**src/rtl/mul_iter_if.sv**
```systemverilog
// Operand/result bundle for the iterative multiplier; master drives requests, slave is the datapath.
interface mul_iter_if #(parameter int WIDTH = 32);
  logic             start;
  logic             is_signed;
  logic [1:0]       op;
  logic [WIDTH-1:0] a;
  logic [WIDTH-1:0] b;
  logic [WIDTH-1:0] acc_hi;
  logic [WIDTH-1:0] acc_lo;
  logic             flush;
  logic             ready;
  logic             done;
  logic [WIDTH-1:0] mul_hi;
  logic [WIDTH-1:0] mul_lo;

  modport master (
    output start, is_signed, op, a, b, acc_hi, acc_lo, flush,
    input  ready, done, mul_hi, mul_lo
  );

  modport slave (
    input  start, is_signed, op, a, b, acc_hi, acc_lo, flush,
    output ready, done, mul_hi, mul_lo
  );
endinterface

```
**src/rtl/mul_iter.sv**
```systemverilog
// Iterative shift-add multiplier with multiply-accumulate/subtract; retires BPC multiplier bits per cycle
// on magnitudes, then applies sign and accumulator in a single fix-up cycle.
module mul_iter #(
  parameter int WIDTH = 32,
  parameter int BPC   = 1
) (
  input logic       clock,
  input logic       reset,
  mul_iter_if.slave bus
);
  localparam int CNT_W = $clog2(WIDTH + 1);
  localparam int SUM_W = WIDTH + BPC;
  localparam int P_W   = 2 * WIDTH;

  typedef enum logic [1:0] {IDLE, RUN, FIX} state_t;

  state_t           state_q, state_d;
  logic [CNT_W-1:0] cnt_q, cnt_d;
  logic [WIDTH-1:0] hi_q, hi_d, lo_q, lo_d;
  logic             done_q, done_d;
  logic             sign_q, sign_d;
  logic [1:0]       op_q, op_d;
  logic [P_W-1:0]   acc_q, acc_d;
  logic [WIDTH-1:0] mag_a_q, mag_a_d;
  logic [P_W-1:0]   prod_q, prod_d;

  logic [SUM_W-1:0] addend, sum_hi;
  logic [P_W-1:0]   prod_signed, result;

  // -2^(WIDTH-1) maps onto itself, which reads correctly as an unsigned magnitude.
  function automatic logic [WIDTH-1:0] mag_of(input logic [WIDTH-1:0] v, input logic sgn);
    return (sgn && v[WIDTH-1]) ? (WIDTH'(0) - v) : v;
  endfunction

  // prod_q holds {partial sum, unretired multiplier bits}; the low BPC bits select the addend.
  always_comb begin
    addend = '0;
    if (prod_q[0]) addend = addend + SUM_W'(mag_a_q);
    if (BPC == 2 && prod_q[1]) addend = addend + SUM_W'({mag_a_q, 1'b0});
    sum_hi = SUM_W'(prod_q[P_W-1:WIDTH]) + addend;

    prod_signed = sign_q ? (P_W'(0) - prod_q) : prod_q;
    case (op_q)
      2'b01:   result = acc_q + prod_signed;
      2'b10:   result = acc_q - prod_signed;
      default: result = prod_signed;
    endcase
  end

  always_comb begin
    state_d = state_q;
    cnt_d   = cnt_q;
    hi_d    = hi_q;
    lo_d    = lo_q;
    done_d  = 1'b0;
    sign_d  = sign_q;
    op_d    = op_q;
    acc_d   = acc_q;
    mag_a_d = mag_a_q;
    prod_d  = prod_q;
    case (state_q)
      IDLE: begin
        if (bus.start && !bus.flush) begin
          sign_d  = bus.is_signed & (bus.a[WIDTH-1] ^ bus.b[WIDTH-1]);
          op_d    = bus.op;
          acc_d   = {bus.acc_hi, bus.acc_lo};
          mag_a_d = mag_of(bus.a, bus.is_signed);
          prod_d  = {WIDTH'(0), mag_of(bus.b, bus.is_signed)};
          cnt_d   = CNT_W'(WIDTH / BPC);
          state_d = RUN;
        end
      end
      RUN: begin
        if (bus.flush) begin
          cnt_d   = '0;
          state_d = IDLE;
        end else begin
          prod_d = {sum_hi, prod_q[WIDTH-1:BPC]};
          cnt_d  = cnt_q - CNT_W'(1);
          if (cnt_q == CNT_W'(1)) state_d = FIX;
        end
      end
      FIX: begin
        state_d = IDLE;
        if (!bus.flush) begin
          hi_d   = result[P_W-1:WIDTH];
          lo_d   = result[WIDTH-1:0];
          done_d = 1'b1;
        end
      end
      default: state_d = IDLE;
    endcase
  end

  always_ff @(posedge clock) begin
    if (reset) begin
      state_q <= IDLE;
      cnt_q   <= '0;
      hi_q    <= '0;
      lo_q    <= '0;
      done_q  <= 1'b0;
    end else begin
      state_q <= state_d;
      cnt_q   <= cnt_d;
      hi_q    <= hi_d;
      lo_q    <= lo_d;
      done_q  <= done_d;
    end
  end

  // Operand/working registers are only meaningful once an operation is accepted.
  always_ff @(posedge clock) begin
    sign_q  <= sign_d;
    op_q    <= op_d;
    acc_q   <= acc_d;
    mag_a_q <= mag_a_d;
    prod_q  <= prod_d;
  end

  assign bus.ready  = (state_q == IDLE);
  assign bus.done   = done_q;
  assign bus.mul_hi = hi_q;
  assign bus.mul_lo = lo_q;
endmodule

```
**src/flat_wrapper.sv**
```systemverilog
// flat-port wrapper written by rule: the top's interface ports become plain ports
module mul_iter_flat 
#(
  parameter int WIDTH = 32,
  parameter int BPC   = 1
)
  (clock, reset, bus_start, bus_is_signed, bus_op, bus_a, bus_b, bus_acc_hi, bus_acc_lo, bus_flush, bus_ready, bus_done, bus_mul_hi, bus_mul_lo);
  mul_iter_if #(.WIDTH(WIDTH)) bus_i ();
  input logic clock;
  input logic reset;
  input wire logic [$bits(bus_i.start)-1:0] bus_start;
  input wire logic [$bits(bus_i.is_signed)-1:0] bus_is_signed;
  input wire logic [$bits(bus_i.op)-1:0] bus_op;
  input wire logic [$bits(bus_i.a)-1:0] bus_a;
  input wire logic [$bits(bus_i.b)-1:0] bus_b;
  input wire logic [$bits(bus_i.acc_hi)-1:0] bus_acc_hi;
  input wire logic [$bits(bus_i.acc_lo)-1:0] bus_acc_lo;
  input wire logic [$bits(bus_i.flush)-1:0] bus_flush;
  output wire logic [$bits(bus_i.ready)-1:0] bus_ready;
  output wire logic [$bits(bus_i.done)-1:0] bus_done;
  output wire logic [$bits(bus_i.mul_hi)-1:0] bus_mul_hi;
  output wire logic [$bits(bus_i.mul_lo)-1:0] bus_mul_lo;
  assign bus_i.start = bus_start;
  assign bus_i.is_signed = bus_is_signed;
  assign bus_i.op = bus_op;
  assign bus_i.a = bus_a;
  assign bus_i.b = bus_b;
  assign bus_i.acc_hi = bus_acc_hi;
  assign bus_i.acc_lo = bus_acc_lo;
  assign bus_i.flush = bus_flush;
  assign bus_ready = bus_i.ready;
  assign bus_done = bus_i.done;
  assign bus_mul_hi = bus_i.mul_hi;
  assign bus_mul_lo = bus_i.mul_lo;
  mul_iter #(.WIDTH(WIDTH), .BPC(BPC)) u_core (.clock(clock), .reset(reset), .bus(bus_i));
endmodule
```
**config.mk**
```make
export PLATFORM = sky130hd
export DESIGN_NAME = mul_iter_flat
export DESIGN_NICKNAME = d
export VERILOG_FILES = /design/src/rtl/mul_iter_if.sv /design/src/rtl/mul_iter.sv /design/src/flat_wrapper.sv
export SDC_FILE = /design/constraint.sdc
export NUM_CORES = 1
export LEC_CHECK = 0
export BUFFER_PORTS_ARGS = -buffer_cell sky130_fd_sc_hd__buf_2
export CORE_ASPECT_RATIO = 1.25
export CORE_MARGIN = 5
export CORE_UTILIZATION = 51
export CTS_CLUSTER_SIZE = 10
export DETAILED_ROUTE_END_ITERATION = 10
export PLACE_DENSITY = 0.81
export SETUP_SLACK_MARGIN = 0.4
export SLEW_MARGIN = 20
export SYNTH_ARGS = -nofsm -noshare
export SYNTH_HDL_FRONTEND = slang
export SYNTH_SLANG_ARGS = --single-unit
export TNS_END_PERCENT = 50
```
**constraint.sdc**
```tcl
create_clock -name clock -period 19.47 [get_ports clock]
set_input_delay 1.947 -clock clock [delete_from_list [all_inputs] [get_ports clock]]
set_output_delay 1.947 -clock clock [all_outputs]
set_load 0.01 [all_outputs]
```
---- Word-level counts from Yosys, hierarchy flattened ----
Index checks and enable logic that the tools add are counted.
storage, ports and cells
  logic and storage cells ................. 57
  flip-flop bits (word level) ............. 236
  input bits .............................. 135
cells by class
  eq/ne operators ......................... 8
  reduce and logical (&&, ||, !) cells .... 12
  bitwise gates (word level) .............. 4
  muxes and demuxes ....................... 16
  add/subtract/negate cells ............... 7
operator list
  kind                                                                     number
  64-bit one-hot mux with 2 select lines                                   2
  64-bit 2-to-1 mux                                                        3
  32-bit 2-to-1 mux                                                        3
  64-bit adder                                                             1
  1-bit by 32-bit subtractor with 32-bit output, first input constant      2
  1-bit by 64-bit subtractor with 64-bit output, first input constant      1
  64-bit subtractor                                                        1
  32-bit by 32-bit adder with 33-bit output                                1
  6-bit 2-to-1 mux                                                         2
  6-bit one-hot mux with 2 select lines                                    1
  2-bit AND reduction                                                      4
  6-bit by 1-bit == test with 1-bit output, second input constant          1
  2-bit 2-to-1 mux                                                         3
  6-bit by 1-bit subtractor with 6-bit output, second input constant       1
  2-bit by 1-bit == test with 1-bit output, second input constant          2
  2-bit == test, second input constant                                     2
  2-bit one-hot mux with 2 select lines                                    1
  1-bit logical AND                                                        3
  3-bit by 2-bit inequality test with 1-bit output, second input constant  1
  3-bit AND reduction                                                      1
  2-bit zero test                                                          1
  2-bit by 1-bit inequality test with 1-bit output, second input constant  1
  2-bit inequality test, second input constant                             1
  1-bit NOT                                                                2
  6 further kinds                                                          6

---- Logic depth before layout (Yosys ltp) ----
  depth in word-level cells ............... 4
  depth in mapped cells ................... 32
  mapped depth without buffers ............ 27

---- Worst setup path after synthesis ----
Ideal clock, no wire load.
  path type ............................... flip-flop to flip-flop
  from .................................... register u_core.prod_q[0]
  to ...................................... register u_core.hi_q[26], in the netlist u_core.bus.mul_hi[26]
  buffers on the path ..................... 6
  setup time .............................. 0.115 ns
  stages on the path, launching flop included .. 33
  arrival time ............................ 6.405 ns
  required time ........................... 19.355 ns
  slack ................................... 12.951 ns
  path through ............................ edfxtp_1 -> clkbuf_1 -> inv_1 -> ha_1 -> or4b_4 -> buf_6 -> or4_4 -> buf_6 -> or2_2 -> clkbuf_1 -> o21ai_0 -> a22oi_1 -> nor4_4 -> and2_1 -> and4_1 -> clkbuf_1 -> nor2b_1 -> a21oi_1 -> xnor2_1 -> ha_1 -> clkbuf_1 -> a21o_1 -> a21o_1 -> a221oi_1 -> o21ai_0 -> a31oi_1 -> o21ai_0 -> nand2_1 -> o21ai_0 -> nand2_1 -> nand2_1 -> xnor2_1 -> a2111oi_0
between the ends
  word-level cells in the longest chain between the ends .. 4
ends and longest elaborated chain
  element                                            RTL line                        text
  from (decl)                                        mul_iter.sv:25                  logic [P_W-1:0] prod_q, prod_d;
  from (signal assigned)                             mul_iter.sv:117                 prod_q <= prod_d;
  1-bit by 64-bit subtractor with 64-bit output      mul_iter.sv:42                  prod_signed = sign_q ? (P_W'(0) - prod_q) : prod_q;
  64-bit 2-to-1 mux *                                mul_iter.sv:42
  64-bit subtractor or 64-bit adder (tied branches)  mul_iter.sv:45, mul_iter.sv:44
  64-bit one-hot mux with 2 select lines *           mul_iter.sv:43                  case (op_q)
  to (signal assigned)                               mul_iter.sv:105                 hi_q <= hi_d;
  to (decl)                                          mul_iter.sv:19                  logic [WIDTH-1:0] hi_q, hi_d, lo_q, lo_d;
Every way passes the cells marked *; elsewhere a longest branch is shown, timed or not.
A chain may end at the register's enable or synchronous reset.

---- Worst setup path after layout ----
Same ends and word-level chain as after synthesis.

==> flow_summary.json <==
{
  "status": "completed",
  "die_h_um": 221,
  "timing.rr.end": "u_core.bus.mul_hi[26]",
  "worstSetupEndpoint": "u_core.bus.mul_hi[26]",
  "hold_viol": 0,
  "ys.flop_type": "edfxtp_1",
  "pwr-share-seq_pct": 37.9,
  "swShare_pct": 32.7,
  "rsz0062_at_grt": "no",
  "worstSkewPairLatency_ns": 0.56,
  "cts_hold_buf": 0,
  "port_buffers": 200,
  "start_util_pct": 51.5,
  "antenna_cells": 0,
  "fmax_mhz": 130,
  "wirelength_mm": 51.7,
  "drt-pass1-iter-count": 6,
  "viasPerCell": 6.02,
  "r2r_cells": 26,
  "grt_pass1_wl_mm": 81.4,
  "reg2reg_from": "u_core.prod_q[0]",
  "htreeDepth": 1,
  "max_stage_delay_ns": 0.77,
  "cts_root_buf": "clkbuf_16",
  "drt-wirelength-per-cell_um": 18.8,
  "relSlewSlack_pct": 22.2,
  "clock_skew_ns": 0.0159,
  "grt_pass1_vias": 15562,
  "combPwrFrac_pct": 30.2,
  "synth_edf_count": 163,
  "route.met3.wl_mm": 4.34,
  "cts-resized-gates": 0,
  "drive_above_1_share_pct": 12.1,
  "p_sw_mw": 0.510,
  "clk_pin_slew_ns": 0.06,
  "layout_common_cells": "nor2_1, buf_2, a21oi_1",
  "post_cts_buffers": 0,
  "drtIter0Drc": 1460,
  "antenna_found_initial": 1,
  "p_leak_nw": 7.92,
  "period_needed_ns": 7.67,
  "grt_max_degree": 85,
  "start_kind": "flop",
  "power_density_nw_per_um2": 76.9,
  "fin_hold_ws_ns": 0.446,
  "wl_met1_mm": 21.7,
  "yosysWarnings": 0,
  "startpoint": "u_core.prod_q[0]",
  "ys_seq_elements": 236,
  "gp_congestion": 1.01,
  "crit_type": "flop to flop",
  "drv_cap": 0,
  "vias": 16601,
  "grtUsageTotal_pct": 24.9,
  "core-area_um2": 35300,
  "intPower_mw": 1.05,
  "dieWidth_um": 179,
  "syn_inst": 2132,
  "rrSetupSlack_ns": 11.80,
  "cp_slowest_cell": "edfxtp_1",
  "fin_crit_sh_pct": 39.4,
  "synth_cell_types": 75,
  "setup_viol": 0,
  "final_common_cell": "nor2_1",
  "wl_met2_mm": 23.8,
  "crit_fanout": 39,
  "routed.top_layer": "met5",
  "drtAntennaViolNets": 0,
  "nets": 2500,
  "ys_seq_area_share_pct": 35.0,
  "async_flop_share_pct": 0,
  "num_rows": 77,
  "cp.arrival_ns": 8.09,
  "area_growth_pct": 11.6,
  "setup_tns_ns": 0,
  "end_kind": "flop",
  "slew_viol_final": 0,
  "grt_overflow": 0,
  "ir_drop_mv": 0.0610,
  "cts_tree": "built",
  "cts.sinks": 236,
  "postSynthAreaPerCell_um2": 8.52,
  "fillers": 3155,
  "clockPowerShare_pct": 31.8,
  "required_ns": 19.89,
  "syn-num-nets": 2371,
  "holdCritPathClass": "flop to flop",
  "cts_buffers": 28,
  "syn-cell-area_um2": 18200,
  "drc_errors": 0,
  "cts.path.max_buffers": 3,
  "die_area_um2": 39500,
  "io_pins": 201,
  "dp_hpwl_mm": 39.2,
  "worst_pin_slew_ns": 1.16
}
-- power by group through the flow --
stage               Clock [mW]  Sequential, mW  Combinational [mW]
global route             0.526           0.594               0.518
floorplan                    0           0.588               0.355
global placement             0           0.600               0.452
CTS                      0.504           0.590               0.462
detailed placement           0           0.600               0.458
finish                   0.496           0.592               0.471
-- how the worst min path moves through the flow --
| stage | startpoint | end | slack, ns | cells after the start |
|---|---|---|---|---|
| after floorplan | u_core.bus.mul_lo[0] | u_core.bus.mul_lo[0] | 0.48 | 2 |
| after global placement | u_core.bus.mul_lo[8] | u_core.bus.mul_lo[8] | 0.44 | 2 |
| after detailed placement | u_core.bus.mul_lo[10] | u_core.bus.mul_lo[10] | 0.44 | 2 |
| after CTS | u_core.bus.mul_lo[10] | u_core.bus.mul_lo[10] | 0.45 | 2 |
| after global routing | u_core.bus.mul_lo[8] | u_core.bus.mul_lo[8] | 0.47 | 2 |
| final | u_core.bus.mul_lo[10] | u_core.bus.mul_lo[10] | 0.45 | 2 |
-- metrics by stage --
stage / util, % / cells / setup slack, ns / power (mW) / cell area (µm²)
2_1_floorplan: - / 2132 / 12.95 / 0.943 / 18200
3_3_place_gp: 55.0 / 2704 / 12.19 / 1.05 / 19400
3_5_place_dp: 55.0 / 2704 / 11.93 / 1.06 / 19400
4_1_cts: 57.5 / 2755 / 11.90 / 1.56 / 20300
5_1_grt: 57.5 / 2756 / 11.10 / 1.64 / 20300
6_report: 57.5 / 2756 / 11.80 / 1.56 / 20300
-- per-layer routing --
| layer | up-vias | track usage (%) |
|---|---|---|
| met1 | 7692 | 34.1 |
| met4 | 2 | 8.82 |
| met2 | 752 | 39.8 |
| li1 | 8022 | - |
| met3 | 133 | 3.96 |
| met5 | - | 0 |
-- area by class of cell --
type                    instances  area (µm²)  share of cell area, %
inverters                      57         214                   1.05
flip-flops and latches        236        6360                   31.3
repair buffers                210        1090                   5.37
multi-input cells            1728       11200                   55.0
clock buffers                  51         870                   4.29
well taps                     474         593                   2.92
-- flip-flops by register name, summed over array words and instances (netlist names) --
name	count
u_core.bus.mul_hi	32
u_core.sign_q	1
u_core.op_q	2
u_core.acc_q	64
u_core.state_q	2
u_core.prod_q	64
u_core.bus.done	1
u_core.mag_a_q	32
u_core.bus.mul_lo	32
u_core.cnt_q	6
-- synth_stat cells, types with 22 or more instances --
cell	number	area share (%)
xnor2_1	132	6.4
inv_1	55	1.1
xor2_1	136	6.6
and2_1	47	1.6
o41ai_1	22	1.1
nor2b_1	22	0.76
nand2_1	178	3.7
nor3_1	74	2.0
o31ai_1	33	1.4
nand3_1	35	0.96
clkbuf_1	96	2.0
edfxtp_1	163	27
a31oi_1	37	1.3
a21oi_1	197	5.4
nor2_1	229	4.7
nand4_1	23	0.79
a211oi_1	36	1.5
ha_1	102	7.0
o21ai_0	132	3.6
a21o_1	51	2.1
dfxtp_1	73	8.0
-- worst max-delay path, delay by kind of cell (launching register included) --
family          cells  cell delay, ns
compound gates     12            3.39
xor+xnor            2            0.29
fa+ha+maj           2            0.67
buf+inv             1            0.30
flops               1            0.77
simple gates        9            2.13
-- kinds of logic after synthesis --
| logic type | Yosys count | share of synthesized area (%) |
|---|---|---|
| buffers and inverters | 168 | 3.70 |
| AO/OA/AOI/OAI | 610 | 21.0 |
| XOR/XNOR | 268 | 12.9 |
| multiplexers | 9 | 0.516 |
| adder cells (fa/ha/maj) | 104 | 7.24 |
| AND/OR/NAND/NOR | 737 | 19.7 |
| flip-flops | 236 | 35.0 |
(Power assumes the default switching activity.)
